File: src/rtl/phy_ft_pkg.sv
// Shared definitions for the dual-PHY fault-tolerant receive path.
// State encoding, GMII idle value and port indices.
package phy_ft_pkg;

  typedef enum logic [2:0] {
    ST_SYNC  = 3'd0,
    ST_IDLE  = 3'd1,
    ST_FRAME = 3'd2,
    ST_ABORT = 3'd3,
    ST_GAP   = 3'd4
  } state_t;

  localparam logic [7:0] GMII_IDLE_DAT = 8'h00;
  localparam logic [7:0] ABORT_DAT     = 8'h00;

  localparam logic PORT_P0 = 1'b0;
  localparam logic PORT_P1 = 1'b1;

endpackage

File: src/rtl/sync_bit.sv
// Single-bit level synchronizer into phy0_rxclk.
// STAGES-deep flop chain, cleared by async reset.
module sync_bit #(
  parameter int STAGES = 2
) (
  input  logic phy0_rxclk,
  input  logic rst,
  input  logic d,
  output logic q
);

  logic [STAGES-1:0] chain;

  // shift the asynchronous level through the chain
  always_ff @(posedge phy0_rxclk or posedge rst) begin
    if (rst) begin
      chain <= '0;
    end else begin
      chain[0] <= d;
      for (int i = 1; i < STAGES; i++) begin
        chain[i] <= chain[i-1];
      end
    end
  end

  assign q = chain[STAGES-1];

endmodule

File: src/rtl/gmii_rx_failover_gate.sv
// Frame-aware PHY0/PHY1 GMII receive selector.
// Switches only between frames, aborts cleanly on link loss or underrun.
module gmii_rx_failover_gate
  import phy_ft_pkg::*;
#(
  parameter int SYNC_STAGES = 2,
  parameter int IFG_CYCLES  = 12,
  parameter int CNT_W       = 16
) (
  input  logic             phy0_rxclk,
  input  logic             rst,
  input  logic             sel_req,
  input  logic             p0_link,
  input  logic             p1_link,
  input  logic [7:0]       p0_rxdat,
  input  logic             p0_rxdv,
  input  logic             p0_rxer,
  input  logic [7:0]       p1_rxdat,
  input  logic             p1_rxdv,
  input  logic             p1_rxer,
  input  logic             p1_valid,
  output logic [7:0]       rxdat,
  output logic             rxdv,
  output logic             rxer,
  output logic             cur_port,
  output logic             switching,
  output logic [CNT_W-1:0] switch_cnt,
  output logic [CNT_W-1:0] abort_cnt
);

  localparam int GW =
    (IFG_CYCLES > 1) ? $clog2(IFG_CYCLES) : 1;
  localparam logic [GW-1:0] GAP_LOAD =
    GW'(IFG_CYCLES - 1);

  state_t        state;
  logic [GW-1:0] gap_cnt;

  logic          tgt;
  logic          lnk0;
  logic          lnk1;

  logic          lnk;
  logic          beat;
  logic          sv_raw;
  logic          sv;
  logic          se;
  logic [7:0]    sd;
  logic          underrun;
  logic          want_sw;

  sync_bit #(.STAGES(SYNC_STAGES)) u_sync_sel (
    .phy0_rxclk (phy0_rxclk),
    .rst        (rst),
    .d          (sel_req),
    .q          (tgt)
  );

  sync_bit #(.STAGES(SYNC_STAGES)) u_sync_l0 (
    .phy0_rxclk (phy0_rxclk),
    .rst        (rst),
    .d          (p0_link),
    .q          (lnk0)
  );

  sync_bit #(.STAGES(SYNC_STAGES)) u_sync_l1 (
    .phy0_rxclk (phy0_rxclk),
    .rst        (rst),
    .d          (p1_link),
    .q          (lnk1)
  );

  // pick the stream of the port currently forwarded
  always_comb begin
    sd     = p0_rxdat;
    sv_raw = p0_rxdv;
    se     = p0_rxer;
    beat   = 1'b1;
    lnk    = lnk0;
    if (cur_port == PORT_P1) begin
      sd     = p1_rxdat;
      sv_raw = p1_rxdv;
      se     = p1_rxer;
      beat   = p1_valid;
      lnk    = lnk1;
    end
  end

  // a PHY1 beat only exists when the elastic buffer presents one
  assign sv       = beat & sv_raw;
  assign underrun = (cur_port == PORT_P1) & ~p1_valid;
  assign want_sw  = (tgt != cur_port);

  // frame FSM with gap timer, output register and event counters
  always_ff @(posedge phy0_rxclk or posedge rst) begin
    if (rst) begin
      state      <= ST_SYNC;
      gap_cnt    <= '0;
      rxdat      <= GMII_IDLE_DAT;
      rxdv       <= 1'b0;
      rxer       <= 1'b0;
      cur_port   <= PORT_P0;
      switching  <= 1'b0;
      switch_cnt <= '0;
      abort_cnt  <= '0;
    end else begin
      switching <= (state == ST_ABORT) ||
                   (state == ST_GAP) ||
                   (state == ST_SYNC);
      rxdat <= GMII_IDLE_DAT;
      rxdv  <= 1'b0;
      rxer  <= 1'b0;
      unique case (state)
        ST_SYNC: begin
          if (beat && !sv_raw) begin
            state <= ST_IDLE;
          end
        end
        ST_IDLE: begin
          if (want_sw) begin
            state   <= ST_GAP;
            gap_cnt <= GAP_LOAD;
          end else if (sv) begin
            state <= ST_FRAME;
            rxdat <= sd;
            rxdv  <= 1'b1;
            rxer  <= se;
          end
        end
        ST_FRAME: begin
          if (!lnk || underrun) begin
            state <= ST_ABORT;
            rxdat <= ABORT_DAT;
            rxdv  <= 1'b1;
            rxer  <= 1'b1;
            if (~&abort_cnt) begin
              abort_cnt <= abort_cnt + 1'b1;
            end
          end else if (sv) begin
            rxdat <= sd;
            rxdv  <= 1'b1;
            rxer  <= se;
          end else if (want_sw) begin
            state   <= ST_GAP;
            gap_cnt <= GAP_LOAD;
          end else begin
            state <= ST_IDLE;
          end
        end
        ST_ABORT: begin
          state   <= ST_GAP;
          gap_cnt <= GAP_LOAD;
        end
        ST_GAP: begin
          if (gap_cnt == '0) begin
            state    <= ST_SYNC;
            cur_port <= tgt;
            if (want_sw && (~&switch_cnt)) begin
              switch_cnt <= switch_cnt + 1'b1;
            end
          end else begin
            gap_cnt <= gap_cnt - 1'b1;
          end
        end
        default: begin
          state <= ST_SYNC;
        end
      endcase
    end
  end

endmodule
File: config.mk
export PLATFORM = sky130hd
export DESIGN_NAME = gmii_rx_failover_gate
export DESIGN_NICKNAME = d
export VERILOG_FILES = /design/src/rtl/phy_ft_pkg.sv /design/src/rtl/sync_bit.sv /design/src/rtl/gmii_rx_failover_gate.sv
export SDC_FILE = /design/constraint.sdc
export NUM_CORES = 1
export LEC_CHECK = 0
export BUFFER_PORTS_ARGS = -buffer_cell sky130_fd_sc_hd__buf_4
export CAP_MARGIN = 20
export CORE_MARGIN = 2
export CORE_UTILIZATION = 48
export DETAILED_ROUTE_END_ITERATION = 7
export HOLD_SLACK_MARGIN = 0.05
export PLACE_DENSITY = 0.8
export SLEW_MARGIN = 20
export SYNTH_ARGS = -nofsm -noshare
export SYNTH_HDL_FRONTEND = slang
export SYNTH_SLANG_ARGS = --single-unit
File: constraint.sdc
create_clock -name phy0_rxclk -period 3.27 [get_ports phy0_rxclk]
set_input_delay 0.654 -clock phy0_rxclk [delete_from_list [all_inputs] [get_ports phy0_rxclk]]
set_output_delay 0.654 -clock phy0_rxclk [all_outputs]
set_load 0.1 [all_outputs]
==> results.tsv, run 1 <==
stage	metric	value	unit
final_layout	P&R area growth vs syn	28.0	%
worst_setup_path	CP endpoint	abort_cnt[1]	
pwr	clock network fraction of design power	0.273	
clocking	CTS tree	done	
grt	residual overflow from global routing	0	
worst_setup_path	Crit. End Element	register	
final_layout	layout cell share with drive strength beyond 1	0.323	
clocking	Setup Fix Bufs, Post-CTS	0	
sta	final max-slew violation count	0	
worst_setup_path	CP max-delay cell	dfrtp_1	
pwr	power per cell area	634	nW/um2
grt	vias in the first global route	2163	
floorplan	Die H	80.5	um
detailed_routing	mean number of vias per cell	5.49	
worst_setup_path	worst-path fanout max	16	
sta	Fmax	465	MHz
synthesis	share of synthesized registers carrying an async set or reset	1.00	
pwr	LEAKAGE	1.80	nW
worst_setup_path	CP cell instances	nand2b_1 -> nand4_1 -> nor2_1 -> mux2_2	
worst_setup_path	RR Startpoint	cur_port	
clocking	H-tree depth	3	
placement	Routability Congestion	0.862	
grt	first-pass GRT wire length	10100	um
sta	Final Critical Period	2.15	ns
floorplan	Die Area	6480	um2
clocking	root buffer cell	clkbuf_8	
synthesis	Top FF cell, synth	dfrtp_1	
pwr	Switching Fraction	0.396	
final_layout	Antenna Cells	0	
worst_setup_path	CP Class	reg -> reg	
placement	Placed Area	3410	um2
synthesis	syn nets	282	
floorplan	Rows	27	
pwr	Comb pwr share	0.340	
pwr	internal power	1.38	mW
detailed_routing	average routed wire per standard cell	14.5	um
final_layout	Final Cell Area	3600	um2
grt	GR Util All Layers	0.202	
status	status	finished clean	
synthesis	Syn Area/Cell	11.1	um2
synthesis	number of synthesized flops with an enable pin	0	
grt	largest net degree at the start of global routing	25	
sta	final hold viol count	0	
sta	Slew @ Worst Pin	0.645	ns
worst_setup_path	CP required	3.49	ns
worst_hold_path	Hold Crit Class	in -> async	
worst_setup_path	crit path DAT	2.37	ns
worst_setup_path	cell depth of the worst flop-to-flop path	4	
final_layout	nets	358	
floorplan	Starting Density	0.504	
worst_setup_path	reg2reg setup slack	1.12	ns
sta	part of the cycle the worst path needs	0.658	
worst_setup_path	worst setup path start	cur_port	
worst_setup_path	CP top delay family	simple AND/OR/NAND/NOR gates	
clocking	cts bufs inserted	9	
clocking	CTS clk-pin slew, worst paths	0.07	ns
flow_run	# Max-Cap Violations	0	
synthesis	Yosys Warn Count	0	
sta	Final setup viols	0	
sta	setup TNS	0	ns
worst_setup_path	startpoint types	register	
sta	clk_skew	0.00952	ns
detailed_routing	via count	2230	
clocking	cts repair resizes	0	
synthesis	sequential area share after synthesis	0.508	
detailed_routing	final WL	5900	um
worst_setup_path	slowest stage delay, CP	0.54	ns
clocking	post-cts hold buffer count	0	
worst_setup_path	worst reg2reg path endpoint	abort_cnt[1]	
synthesis	library cells used by synthesis	53	
floorplan	die span in x	80.5	um
detailed_routing	Starting DRT DRC Count	123	
worst_setup_path	critical path buffer and inverter count	0	
sta	RSZ-0062 raised after global routing	false	
floorplan	Core ar.	5570	um2
floorplan	# IOs	70	
detailed_routing	DRT Pass-1 Iters	4	
placement	HPWL after DPL	4300	um
synthesis	Mapped Cells	253	
synthesis	flops & latches, synth	57	
grt	antenna violations before repair	0	
detailed_routing	antenna violation net count after detailed routing	0	
clocking	Skew-Pair Late Insertion Delay	0.33	ns
pwr	Psw	902	uW
clocking	CTS max path bufs	2	
pwr	Worst VDD drop	516	uV
placement	count of input and output buffers	69	
clocking	clock sink count	57	
synthesis	Synth Cell Area	2810	um2
sta	Relative slew margins	0.569	
detailed_routing	drc violations	0	
pwr	register share of total power	0.387	
worst_setup_path	WP depth	4	
==> per-layer routing <==
layer  GRT usage  part of all wire  vias to the layer above
met2       0.325              0.49                       67
li1            -                 -                     1062
met3      0.0618             0.055                        8
met5           0                 0                        -
met1       0.261              0.44                     1093
met4      0.0661             0.012                        0
==> cell families after synthesis <==
| group | Yosys count | share of synthesized area |
|---|---|---|
| flops | 57 | 0.508 |
| buf+inv | 18 | 0.0285 |
| simple gates | 114 | 0.255 |
| fa+ha+maj | 3 | 0.0134 |
| compound gates | 16 | 0.0432 |
| xor+xnor | 31 | 0.0993 |
| mux | 14 | 0.0530 |
==> worst min path at each step <==
stage	endpoint	slack (ns)	start	cells past startpoint
2_1_floorplan	u_sync_l0.chain[1]	0.33	u_sync_l0.chain[0]	0
3_3_place_gp	u_sync_sel.chain[1]	0.33	u_sync_sel.chain[0]	0
3_5_place_dp	u_sync_l0.chain[1]	0.34	u_sync_l0.chain[0]	0
4_1_cts	switch_cnt[14]	0.33	rst	2
5_1_grt	switch_cnt[14]	0.34	rst	2
6_report	switch_cnt[14]	0.33	rst	2
==> synth_stat cells, types with 4 or more instances <==
cell / number / area (um2)
nor3_1: 11 / 55.1
dfrtp_1: 57 / 1430
nand3_1: 14 / 70.1
xnor2_1: 5 / 43.8
buf_2: 4 / 20.0
nand2_1: 15 / 56.3
inv_1: 10 / 37.5
nor3b_1: 4 / 30.0
mux2i_1: 10 / 100
xor2_1: 25 / 219
nand4_1: 11 / 68.8
and3_1: 5 / 31.3
nor2_1: 16 / 60.1
nor4_1: 9 / 56.3
nor4_2: 4 / 50.1
==> power groups by stage <==
stage	Sequential (mW)	Clock, mW	Combinational, mW
6_report	0.883	0.623	0.775
5_1_grt	0.897	0.680	0.820
4_1_cts	0.883	0.641	0.780
3_5_place_dp	0.894	0	0.778
3_3_place_gp	0.890	0	0.765
2_1_floorplan	1.18	0	0.317
==> flip-flops by register name (all words and copies together) (netlist names) <==
| name | cells |
|---|---|
| u_sync_l0.chain | 2 |
| switch_cnt | 16 |
| abort_cnt | 16 |
| state | 3 |
| gap_cnt | 4 |
| rxer | 1 |
| cur_port | 1 |
| rxdat | 8 |
| rxdv | 1 |
| switching | 1 |
| u_sync_l1.chain | 2 |
| u_sync_sel.chain | 2 |
==> area by class of cell <==
type                       count  area (um2)
clock buffer                  14         183
clock inverter                 2        10.0
fill                         449        1980
inverter                      10        37.5
multi-input combinational    178        1300
sequential                    57        1430
tap                           72        90.1
timing repair buffer          73         548
==> cell usage in the layout, fill, tap and decap left out, types with 2 or more instances in the layout <==
cell type,instances
nor4_1,9
nor3b_1,4
o21a_1,3
nor4_2,4
ha_1,3
inv_1,9
clkinv_2,2
mux2_2,3
clkbuf_8,13
xnor2_1,5
dfrtp_1,57
and3_1,5
a21oi_1,2
buf_4,73
nor3_1,11
nand4_1,11
or2_2,2
nor2_1,16
or3_1,3
mux2i_1,10
nand2_1,15
nand3_1,14
and4_2,2
and3b_1,2
nand2b_1,2
xor2_1,25
==> metrics by stage <==
step                hold slack, ns  setup slack, ns  power (mW)   util  instances
finish                       0.329             1.12        2.28  0.646        406
global route                 0.343            0.945        2.40  0.646        406
CTS                          0.331             1.15        2.30  0.646        406
detailed placement           0.338             1.01        1.67  0.611        390
global placement             0.333             1.05        1.66  0.611        390
floorplan                    0.331            0.877        1.50      -        253
Power figures use the tool's default switching activity.
==> inputs of run 2 (changes only) <==
Settings changed: ABC_AREA set to 1, PLACE_DENSITY 0.8 to 0.79.
Clock period 3.27 ns to 2.1 ns, I/O delays scaled along.
==> run 2 against run 1 <==
- the run now ends with DRC left
- synthesized area up 14%
- core utilization down 1.6 points
- cell count up 46%
- routed wire length up 26%
- critical path depth up 4
- clock skew up 0.0019 ns
- flip-flop and latch count unchanged
- largest cell class is now multi-input combinational cells
==> results.tsv, run 2 <==
stage	metric	value	unit	change
pwr	Worst VDD drop	806	uV	+56%
detailed_routing	drc violations	7		+7
worst_setup_path	worst-path fanout max	12		-4
final_layout	most frequent cells in the layout	nand2_1, buf_4, dfrtp_1		
sta	setup TNS	0	ns	unchanged
synthesis	top cells by area, synth	dfrtp_1, nand2_1, inv_1, nor2_1, nand3_1		
worst_setup_path	CP top delay family	simple AND/OR/NAND/NOR gates		
synthesis	top-count cell post-synth	nand2_1		
sta	worst hold margin	0.141	ns	-0.188 ns
pwr	Psw	1.90	mW	+110%
final_layout	largest registers	abort_cnt: 16 flops, switch_cnt: 16 flops, rxdat: 8 flops		
pwr	Switching Fraction	0.441		+0.0454
detailed_routing	average routed wire per standard cell	12.5	um	-14%
floorplan	Starting Density	0.501		-0.00347
grt	first-pass GRT wire length	12500	um	+24%
sta	Fmax	556	MHz	+20%
pwr	Comb pwr share	0.407		+0.067
worst_setup_path	slowest stage delay, CP	0.48	ns	-0.06 ns
grt	residual overflow from global routing	0		unchanged
pwr	power per cell area	1070	nW/um2	+69%
grt	largest net degree at the start of global routing	25		unchanged
clocking	CTS clk-pin slew, worst paths	0.07	ns	about the same
floorplan	Die Area	7370	um2	+14%
worst_setup_path	startpoint types	register		
grt	vias in the first global route	2826		+31%
placement	Routability Congestion	0.857		-0.56%
detailed_routing	mean number of vias per cell	5.12		-6.8%
worst_setup_path	Crit. End Element	register		
floorplan	Die H	85.9	um	+6.6%
final_layout	Util after Layout	0.629		-0.0163
synthesis	flops & latches, synth	57		unchanged
pwr	internal power	2.41	mW	+75%
clocking	clock sink count	57		unchanged
sta	RSZ-0062 raised after global routing	false		
final_layout	commonest non-fill, non-tap cell in the layout	nand2_1		
final_layout	nets	540		+51%
clocking	CTS tree	done		
worst_setup_path	CP cell instances	inv_1 -> ha_1 -> nand2_1 -> nor2_1 -> nand2_4 -> nor3_4 -> nand2_1 -> nand2_1		
synthesis	post-synth top area share	0.444		-0.0640
clocking	H-tree depth	3		unchanged
detailed_routing	DRT Pass-1 Iters	7		+3
sta	final max-slew violation count	0		unchanged
detailed_routing	Starting DRT DRC Count	142		+15%
placement	count of input and output buffers	69		unchanged
worst_setup_path	reg2reg setup slack	0.30	ns	-0.82 ns
detailed_routing	final WL	7430	um	+26%
worst_setup_path	CP max-delay cell	nor3_4		
final_layout	Multi-input gate area	1580	um2	+21%
clocking	CTS max path bufs	2		unchanged
grt	GR Util All Layers	0.211		+0.00818
grt	antenna violations before repair	0		unchanged
synthesis	library cells used by synthesis	26		-51%
worst_setup_path	RR Startpoint	gap_cnt[0]		
clocking	cts bufs inserted	9		unchanged
placement	HPWL after DPL	5480	um	+27%
sta	Final Critical Period	1.80	ns	-0.351 ns
pwr	clock network fraction of design power	0.264		-0.009
synthesis	Yosys top cell by area	dfrtp_1		
status	status	finished with violations		
worst_setup_path	CP Class	reg -> reg		
final_layout	layout cell share with drive strength beyond 1	0.217		-0.106
clocking	Setup Fix Bufs, Post-CTS	0		unchanged
pwr	LEAKAGE	2.10	nW	+17%
synthesis	Yosys Warn Count	0		unchanged
worst_setup_path	critical path buffer and inverter count	1		+1
clocking	root buffer cell	clkbuf_8		
status	failing checks	DRC		
synthesis	sequential area share after synthesis	0.444		-0.0640
detailed_routing	antenna violation net count after detailed routing	0		unchanged
worst_hold_path	Hold Crit Class	in -> async		
final_layout	P&R area growth vs syn	25.7	%	
sta	Final setup viols	0		unchanged
sta	Relative slew margins	0.591		+0.0227
pwr	register share of total power	0.329		-0.058
synthesis	Post-synth top cells	nand2_1, dfrtp_1, inv_1		
synthesis	share of synthesized registers carrying an async set or reset	1.00		unchanged
synthesis	Mapped Cells	435		+72%
final_layout	sequential standard cell area	1430	um2	+0.35%
floorplan	die span in x	85.9	um	+6.6%
sta	Slew @ Worst Pin	0.613	ns	-0.0321 ns
synthesis	Synth Cell Area	3220	um2	+14%
sta	clk_skew	0.0114	ns	+0.00185 ns
flow_run	# Max-Cap Violations	0		unchanged
floorplan	Core ar.	6420	um2	+15%
detailed_routing	via count	3036		+36%
floorplan	# IOs	70		unchanged
synthesis	number of synthesized flops with an enable pin	0		unchanged
worst_setup_path	Worst path most repeated cell	nand2_1		
sta	part of the cycle the worst path needs	0.857		+0.199
worst_setup_path	cell depth of the worst flop-to-flop path	8		+4
floorplan	Rows	29		+7.4%
final_layout	fillers	571		+27%
worst_setup_path	crit path DAT	2.06	ns	-0.31 ns
clocking	Skew-Pair Late Insertion Delay	0.33	ns	about the same
worst_setup_path	CP required	2.36	ns	-1.13 ns
sta	final hold viol count	0		unchanged
synthesis	syn nets	464		+65%
worst_setup_path	worst reg2reg path endpoint	switch_cnt[0]		
final_layout	Antenna Cells	0		unchanged
synthesis	Syn Area/Cell	7.39	um2	-33%
synthesis	Top FF cell, synth	dfrtp_1		
run 2: changes by cell type in the layout (fill, tap and decap cells not counted), moves of 5 or more:
cell	before	now
nand2_1	15	185
a21oi_1	2	12
and3_1	5	0
nor2_1	16	36
nor3_1	11	3
o21ai_0	0	11
inv_1	9	39
nor4_1	9	0
xor2_1	25	5
xnor2_1	5	10
nand3_1	14	22
run 2: power by group through the flow:
stage          Clock, mW  Combinational, mW  Sequential [mW]
2_1_floorplan          0              0.717             2.10
3_3_place_gp           0               1.71             1.42
3_5_place_dp           0               1.76             1.43
4_1_cts             1.17               1.76             1.42
5_1_grt             1.21               1.90             1.44
6_report            1.14               1.76             1.42
run 2: layout make-up:
class,instances,share of cell area
Multi-Input combinational cell,328,0.391
Sequential cell,57,0.354
Inverter,43,0.0399
Clock inverter,5,0.0195
Clock buffer,11,0.0350
Tap cell,77,0.0238
Timing Repair Buffer,72,0.137
run 2: cell families (layout without fill, tap and decap cells):
group / Yosys count / after routing / share of synthesized area
AOI/OAI and AO/OA: 25 / 25 / 0.0409
xor gates and xnor gates: 15 / 15 / 0.0409
adders and majority gates: 3 / 3 / 0.0117
buffers and inverters: 50 / 131 / 0.0673
DFF: 57 / 57 / 0.444
muxes: 9 / 9 / 0.0280
and+or+nand+nor: 276 / 276 / 0.368
run 2: per-stage QoR:
step	std cells	total power, mW	instance area (um2)	setup WS, ns
3_5_place_dp	577	3.20	3810	0.113
3_3_place_gp	577	3.13	3810	0.193
4_1_cts	593	4.35	4040	0.101
2_1_floorplan	435	2.81	3220	0.0220
5_1_grt	593	4.56	4040	0.117
6_report	593	4.32	4040	0.301
run 2: how the worst max path moves through the flow:
stage,start,to,slack [ns],depth (start not counted)
3_3_place_gp,gap_cnt[0],switch_cnt[1],0.19,8
6_report,gap_cnt[0],switch_cnt[0],0.30,8
5_1_grt,gap_cnt[0],switch_cnt[9],0.12,8
3_5_place_dp,gap_cnt[0],switch_cnt[1],0.11,8
2_1_floorplan,switch_cnt[3],switch_cnt[5],0.02,9
4_1_cts,gap_cnt[0],switch_cnt[1],0.10,8
run 2: layer usage:
metal  wire length (um)  vias to the layer above  global-route usage
met1               3260                     1412               0.267
li1                   -                     1519                   -
met3                487                        4              0.0481
met5                  0                        -                   0
met2               3630                      101               0.349
met4                 50                        0              0.0866
run 2: timing repair:
action | in CTS | in global routing
resized for setup | 0 | 1
hold buffers | 0 | 0
setup endpoints to repair | 0 | 12
